### config.mk
export PLATFORM = sky130hd
export DESIGN_NAME = led_fader_bank
export DESIGN_NICKNAME = d
export VERILOG_FILES = /design/src/rtl/led_fader_pkg.sv /design/src/rtl/led_pwm_sd.sv /design/src/rtl/led_fader_bank.sv
export SDC_FILE = /design/constraint.sdc
export NUM_CORES = 1
export LEC_CHECK = 0
export CORE_ASPECT_RATIO = 1.5
export CORE_MARGIN = 5
export CORE_UTILIZATION = 60
export CTS_BUF_LIST = sky130_fd_sc_hd__clkbuf_16
export CTS_CLUSTER_SIZE = 12
export DETAILED_ROUTE_END_ITERATION = 16
export PLACE_DENSITY_LB_ADDON = 0.12
export SKIP_CTS_REPAIR_TIMING = 1
export SLEW_MARGIN = 0
export SYNTH_ARGS = -nofsm -noshare
export SYNTH_HDL_FRONTEND = slang
export SYNTH_SLANG_ARGS = --single-unit
### constraint.sdc
create_clock -name clock -period 5.6 [get_ports clock]
set_input_delay 1.12 -clock clock [delete_from_list [all_inputs] [get_ports clock]]
set_output_delay 1.12 -clock clock [all_outputs]
set_load 0.02 [all_outputs]
### src/rtl/led_fader_pkg.sv
// Shared types and helpers for the multi-channel LED fader bank.
package led_fader_pkg;

  typedef enum logic [1:0] {
    LED_OFF     = 2'b00,
    LED_ON      = 2'b01,
    LED_BLINK   = 2'b10,
    LED_BREATHE = 2'b11
  } led_mode_t;

  // Widest PWM resolution the triangle helper supports; callers truncate to their own width.
  localparam int TRI_W = 16;

  // Falling ramp in the lower half-period, rising ramp in the upper half.
  function automatic logic [TRI_W-1:0] tri_wave(input logic upper_half,
                                                input logic [TRI_W-1:0] msbs);
    return upper_half ? msbs : ~msbs;
  endfunction

endpackage

### src/rtl/led_pwm_sd.sv
// One LED channel: first-order sigma-delta PWM; accumulator cleared when the channel mode changes.
module led_pwm_sd #(
  parameter int MXPWMBITS = 5
) (
  input  logic                 clock,
  input  logic                 reset_n,
  input  logic                 clr,
  input  logic [MXPWMBITS:0]   duty,
  output logic                 led
);

  logic [MXPWMBITS-1:0] acc;
  logic [MXPWMBITS:0]   sum;

  assign sum = {1'b0, acc} + duty;

  // Stage boundary: carry out of the accumulator is the registered LED output.
  always_ff @(posedge clock or negedge reset_n) begin
    if (!reset_n) begin
      acc <= '0;
      led <= 1'b0;
    end else begin
      led <= sum[MXPWMBITS];
      acc <= clr ? '0 : sum[MXPWMBITS-1:0];
    end
  end

endmodule

### src/rtl/led_fader_bank.sv
// Multi-channel LED driver: one shared fade counter, per-channel mode/brightness, sigma-delta PWM.
module led_fader_bank
  import led_fader_pkg::*;
#(
  parameter int NCH        = 4,
  parameter int MXFADERCNT = 27,
  parameter int MXPWMBITS  = 5,
  parameter int STAGGER    = 1
) (
  input  logic                     clock,
  input  logic                     reset_n,
  input  logic [2*NCH-1:0]         mode,
  input  logic [MXPWMBITS*NCH-1:0] brightness,
  output logic [NCH-1:0]           led,
  output logic                     period_sync
);

  localparam int B       = MXPWMBITS;
  localparam int BD      = MXPWMBITS + 1;
  localparam int CW      = MXFADERCNT;
  localparam int PH_STEP = (2 ** CW) / NCH;

  // An all-ones level means "fully on": promote it to 2**B so the carry never drops.
  function automatic logic [B:0] full_scale(input logic [B-1:0] lvl);
    return (&lvl) ? {1'b1, {B{1'b0}}} : {1'b0, lvl};
  endfunction

  logic [CW-1:0]    cnt;
  logic [2*NCH-1:0] mode_p0;
  logic [B*NCH-1:0] bright_p0;

  // Stage boundary p0: shared counter, wrap pulse and input capture.
  always_ff @(posedge clock or negedge reset_n) begin
    if (!reset_n) begin
      cnt         <= '0;
      period_sync <= 1'b0;
      mode_p0     <= '0;
      bright_p0   <= '0;
    end else begin
      cnt         <= cnt + CW'(1);
      period_sync <= (cnt == '0);
      mode_p0     <= mode;
      bright_p0   <= brightness;
    end
  end

  for (genvar ch = 0; ch < NCH; ch++) begin : g_ch
    localparam logic [CW-1:0] PH_OFS = (STAGGER != 0) ? CW'(ch * PH_STEP) : '0;

    logic          half_hi;
    logic [B-1:0]  msbs;
    logic [B-1:0]  tri_v;
    logic [B-1:0]  lvl;
    logic [B:0]    duty;
    logic          clr;
    led_mode_t     md;

    assign half_hi = 1'((cnt + PH_OFS) >> (CW - 1));
    assign msbs    = B'((cnt + PH_OFS) >> (CW - 1 - B));
    assign tri_v   = B'(tri_wave(half_hi, TRI_W'(msbs)));
    assign lvl     = bright_p0[ch*B +: B];
    assign md      = led_mode_t'(mode_p0[2*ch +: 2]);
    assign clr     = (mode[2*ch +: 2] != mode_p0[2*ch +: 2]);

    always_comb begin
      duty = '0;
      case (md)
        LED_ON:      duty = full_scale(lvl);
        LED_BLINK:   duty = half_hi ? full_scale(lvl) : '0;
        LED_BREATHE: duty = BD'(({{B{1'b0}}, tri_v} * {{B{1'b0}}, lvl}) >> B);
        default:     duty = '0;
      endcase
    end

    led_pwm_sd #(
      .MXPWMBITS(B)
    ) u_pwm (
      .clock  (clock),
      .reset_n(reset_n),
      .clr    (clr),
      .duty   (duty),
      .led    (led[ch])
    );
  end

endmodule
Word level (Yosys, flattened, before mapping). Cells that the tools add are included. W data, S select, Z words.

Logic and storage cells: 69. Bits in registers: 80. Output and inout bits: 5. Input port bits: 30.

Add/subtract/negate cells: 8. $mul: 4. Multiplexer cells: 20. Equality and inequality tests: 16. Bitwise logic cells: 4. Reductions and logical operators: 5.

Operator list (number): $pmux W6 S3 (4); $add A27 B27 Y27 const B (2); $mux W6 (8); $mul A5 B5 Y10 (4); $mux W5 (8); $add A27 B1 Y27 const B (1); $add A27 B26 Y27 const B (1); $logic_not A27 Y1 (1); $add A5 B6 Y6 (4); $not A5 Y5 (4); $reduce_and A5 Y1 (4); $eq A2 B2 Y1 const B (8); $eq A2 B1 Y1 const B (4); $ne A2 B2 Y1 (4).

Longest topological paths before layout.
Word-level depth: 7. Gate-level depth with buffers: 23. Mapped depth without buffers: 21.

Hierarchy. A second synthesis with hierarchy kept.

Cell total of the unflattened synthesis: 758. Area, all modules: 7049.3 um^2.

Modules (own cells, without submodules): led_fader_bank (times used 1, area each 5582.9 um^2, cells an instance 618, sequential area each 1401.3 um^2); led_pwm_sd at g_ch[1].u_pwm ... (times used 3, area each 365.4 um^2, cells an instance 35, sequential area each 150.1 um^2); led_pwm_sd at g_ch[0].u_pwm (times used 1, area each 370.4 um^2, cells an instance 35, sequential area each 150.1 um^2).

Worst setup path before layout. OpenSTA, ideal clock, no wires.

Kind: register -> register. From: reg cnt[25]. To: reg g_ch[1].u_pwm.led. Period minus slack after synthesis: 4.962 ns. Path buffers: 2. Library setup time: 0.131 ns. Slack: 0.638 ns. Data required time: 5.469 ns. Cell stages (with the launch flop): 21. Data arrival time: 4.831 ns. Cells stage by stage: dfrtp_1 clkbuf_2 xor2_1 buf_2 xnor2_1 nand2_1 fa_1 fa_1 fa_1 inv_1 ha_1 a21o_1 a21oi_1 o21ai_0 xnor2_1 o21ai_0 ha_1 a21o_1 a21oi_1 o21ai_0 xor2_1.

Cells in the longest elaborated chain, start to end: 6. Elaborated cells between the ends (all ways): 7. Those cells by class: 2 x add/sub; 1 x mul; 3 x mux; 1 x bitwise.

Ends and longest elaborated chain: start, declared (RTL line led_fader_bank.sv:28) `logic [CW-1:0] cnt;`; start signal, assigned (RTL line led_fader_bank.sv:40) `cnt <= cnt + CW'(1);`; $add A27 B26 Y27 (*) (RTL line led_fader_bank.sv:59) `assign msbs = B'((cnt + PH_OFS) >> (CW - 1 - B));`; $not A5 Y5 (RTL line led_fader_pkg.sv:17) `return upper_half ? msbs : ~msbs;`; $mux W5 (RTL line led_fader_pkg.sv:17); $mul A5 B5 Y10 (RTL line led_fader_bank.sv:70) `LED_BREATHE: duty = BD'(({{B{1'b0}}, tri_v} * {{B{1'b0}}, lvl}) >> B);`; $pmux W6 S3 (*) (RTL line led_fader_bank.sv:67) `case (md)`; $add A5 B6 Y6 (*) (RTL line led_pwm_sd.sv:15) `assign sum = {1'b0, acc} + duty;`; net g_ch[1].u_pwm.sum[5] (RTL line led_pwm_sd.sv:13) `logic [MXPWMBITS:0] sum;`; end signal, assigned (RTL line led_pwm_sd.sv:23) `led <= sum[MXPWMBITS];`; end, declared (RTL line led_pwm_sd.sv:9) `output logic led`.

Mark *: on every way through the listed nets, which the timed path passes. The rest lies on a longest branch.

Worst setup path after layout.
From: reg cnt[26]. To: reg g_ch[0].u_pwm.led.

Cells in the longest elaborated chain, start to end: 4. Elaborated cells between the ends (all ways): 5. Those cells by class: 1 x add/sub; 1 x mul; 3 x mux.

Ends and longest elaborated chain (RTL line): $mux W5 (led_fader_pkg.sv:17); $mul A5 B5 Y10 (led_fader_bank.sv:70); $pmux W6 S3 (*) (led_fader_bank.sv:67); $add A5 B6 Y6 (*) (led_pwm_sd.sv:15); net g_ch[0].u_pwm.sum[5] (led_pwm_sd.sv:13); end signal, assigned (led_pwm_sd.sv:23); end, declared (led_pwm_sd.sv:9).

Marks and branches as above.

==> results.md <==
- Die Ht: 139 um
- Required @ worst endpoint: 5.84 ns
- Clk slew on worst S/H paths: 0.06 ns
- Fin Setup TNS: 0 ns
- Vias per Instance: 5.51
- Most common cell in the synthesized netlist: nand2_1
- Slowest CP cell: fa_1
- Max-slew headroom: 34.0%
- CTS H-tree lvls: 3
- Crit end category: flop
- Post-synthesis simple-gate area fraction: 18.4%
- Nets: 890
- Vias in the first global route: 5167
- Syn_area_per_cell: 9.55 sq um
- Xor/xnor share of the synthesized area: 11.0%
- Initial drt markers: 145
- I/O pin cnt: 35
- Root Buffer: clkbuf_16
- Setup WS post-layout: 0.305 ns
- Global Route Usage Sum: 21.4%
- Setup violators final: 0
- CTS Buffer Depth: 2
- Distinct cells, synth: 50
- Worst R2R Setup Slack: 0.31 ns
- CP top delay family: adder cells
- Syn_nets: 851
- Pin count of the biggest net entering global routing: 81
- Initial antenna violation count: 0
- Hold Path Sink: cnt[8]$_DFF_PN0_
- Tcrit/Tclk final: 94.5%
- Leakage power: 3.76 nW
- Worst hold start: cnt[8]$_DFF_PN0_
- Core Box Area: 11000 sq um
- N_diodes: 0
- Slew Limit Fails: 0
- Sequential fraction of the synthesis area: 30.0%
- R2R depth: 18
- Max_cap viols: 0
- Final WL: 13300 um
- Port Buf Inserts: 34
- Placed inst area: 7180 sq um
- HPWL after DPL: 10300 um
- Layout area overhead: 11.6%
- Critical path arrival: 5.54 ns
- DR DRC count: 0
- Synth Area in Adders: 26.9%
- RSZ-0062 raised after global routing: no
- Critical path, cell by cell: buf_4, xnor2_1, nand2_1, fa_1, fa_1, fa_1, inv_1, ha_1, nand2_1, or4_4, nand3b_1, xnor2_1, o21ai_0, ha_1, a21o_1, a21oi_1, o21ai_0, xnor2_1
- Min-Delay Path Class: reg2reg
- Ranking of synthesized cells by area: dfrtp_1 (30%), ha_1 (16%), fa_1 (11%)
- Post-synth EDFFs: 0
- #FFs+latches synth: 80
- Cell taking the most area after synthesis: dfrtp_1
- CTS Sinks: 80
- Clock Latency Late Sink: 0.33 ns
- Total CTS buffers: 9
- Post-Layout Cell Count: 890
- Vias post-DR: 4903
- Global-route wire length before repair: 23100 um
- GRT overflow: 0
- Fin Hold WS: 0.511 ns
- Syn Std Cell Area: 6680 sq um
- Worst-margin pin slew: 0.990 ns
- Fin. Hold Viols: 0
- Outcome: finished clean
- Setup CP Type: reg2reg
- Place WS: 0.269 ns
- Antenna Nets Post-Route: 0
- Pwr/cell area: 210 nW/um^2
- Max incr delay on CP: 0.56 ns
- Synth Area in Compound Gates: 8.68%
- Setup Skew: 0.00282 ns
- CTS tree: done
- Final Cell Area: 7450 sq um
- Ys async rst share: 100%
- Largest family of logic cells by synthesized area: adder cells
- Die ar.: 13400 sq um
- WL per Instance: 14.9 um
- Share of cells above drive strength 1: 4.44%
- Max Freq: 189 MHz
- Mapped Cells: 699
- Final GP Congestion: 0.874
- Min Tclk post-route: 5.29 ns
- Top cell type's share of synthesized area: 30.0%
- Row cnt: 47
- First-pass iteration count of the detailed router: 5
- Critical Path Fanout Max: 14
- Ys flop type: dfrtp_1
- RR Endpoint: g_ch[0].u_pwm.led$_DFF_PN0_
- RR Startpoint: cnt[26]$_DFF_PN0_
- Hold Path Depth: 1
- VDD IR max: 182 uV
- Post-synth top cells: nand2_1 (92), ha_1 (86), dfrtp_1 (80), inv_1 (57), and2_1 (49)
- Worst Path Buf+Inv: 2
- Die width: 96.1 um
- Startpoint types: flop
- Starting Density: 60.7%
- # placed instances: 874
- Ys Warns: 0
- Multiplexer area fraction after synthesis: 0.600%
routing by layer:
layer | vias to the layer above | track usage [%] | part of all wire, %
met5 | - | 0 | 0
met4 | 0 | 6.07 | 1.2
met3 | 18 | 3.26 | 2.9
met2 | 70 | 37.9 | 53
met1 | 2403 | 26.2 | 42
li1 | 2412 | - | -
where the power goes:
part	total (mW)	internal (mW)	switching (mW)	leakage, nW
registers	0.630	0.603	0.0268	1.03
logic	0.400	0.182	0.218	2.60
clock network	0.532	0.295	0.237	0.126
metrics by stage:
stage,utilization (%),total power [mW]
4_1_cts,67.7,1.58
3_3_place_gp,65.3,1.02
2_1_floorplan,-,0.928
6_report,67.7,1.56
5_1_grt,67.7,1.65
3_5_place_dp,65.3,1.04
flip-flops by register name, summed over array words and instances, names as in the netlist:
signal          count
bright_p0          20
g_ch.u_pwm.led      4
period_sync         1
g_ch.u_pwm.acc     20
cnt                27
mode_p0             8
area by class of cell:
cell class	instances	area, sq um
clock inverter	7	40.0
tap	147	184
multi-input combinational	548	4390
inverter	57	214
timing repair buffer	42	398
clock buffer	9	225
fill	877	3550
sequential	80	2000
placed cells by master, fill, tap and decap left out, types with 3 or more instances in the layout:
| cell type | count |
|---|---|
| nor2b_1 | 4 |
| a21o_1 | 11 |
| clkdlybuf4s50_1 | 33 |
| nand3_1 | 11 |
| ha_1 | 86 |
| nor4_1 | 5 |
| buf_4 | 9 |
| and3_1 | 14 |
| fa_1 | 36 |
| nor3b_1 | 4 |
| inv_1 | 58 |
| mux2i_1 | 4 |
| a21oi_1 | 33 |
| o21ai_0 | 19 |
| o21ai_1 | 10 |
| clkbuf_16 | 9 |
| nor3_1 | 7 |
| xor2_1 | 33 |
| nand4_1 | 9 |
| nand2_1 | 92 |
| and2_1 | 49 |
| and4_1 | 5 |
| dfrtp_1 | 80 |
| nor2_1 | 37 |
| xnor2_1 | 48 |
| a41oi_1 | 3 |
| o21a_1 | 3 |
| clkinvlp_4 | 3 |
logic make-up (layout without fill, tap and decap cells):
group,Yosys count,in the layout
compound gates,93,93
xor+xnor,83,83
fa+ha+maj,122,122
buf+inv,71,115
flops,80,80
mux,4,4
simple gates,246,246
how the worst max path moves through the flow:
| stage | start | end | depth (start not counted) |
|---|---|---|---|
| 4_1_cts | cnt[26]$_DFF_PN0_ | g_ch[2].u_pwm.led$_DFF_PN0_ | 19 |
| 5_1_grt | cnt[26]$_DFF_PN0_ | g_ch[0].u_pwm.led$_DFF_PN0_ | 18 |
| 3_3_place_gp | cnt[26]$_DFF_PN0_ | g_ch[0].u_pwm.led$_DFF_PN0_ | 18 |
| 3_5_place_dp | cnt[26]$_DFF_PN0_ | g_ch[0].u_pwm.led$_DFF_PN0_ | 18 |
| 2_1_floorplan | cnt[25]$_DFF_PN0_ | g_ch[1].u_pwm.led$_DFF_PN0_ | 20 |
| 6_report | cnt[26]$_DFF_PN0_ | g_ch[0].u_pwm.led$_DFF_PN0_ | 18 |
Note: power is estimated with default switching activity, not from simulation.
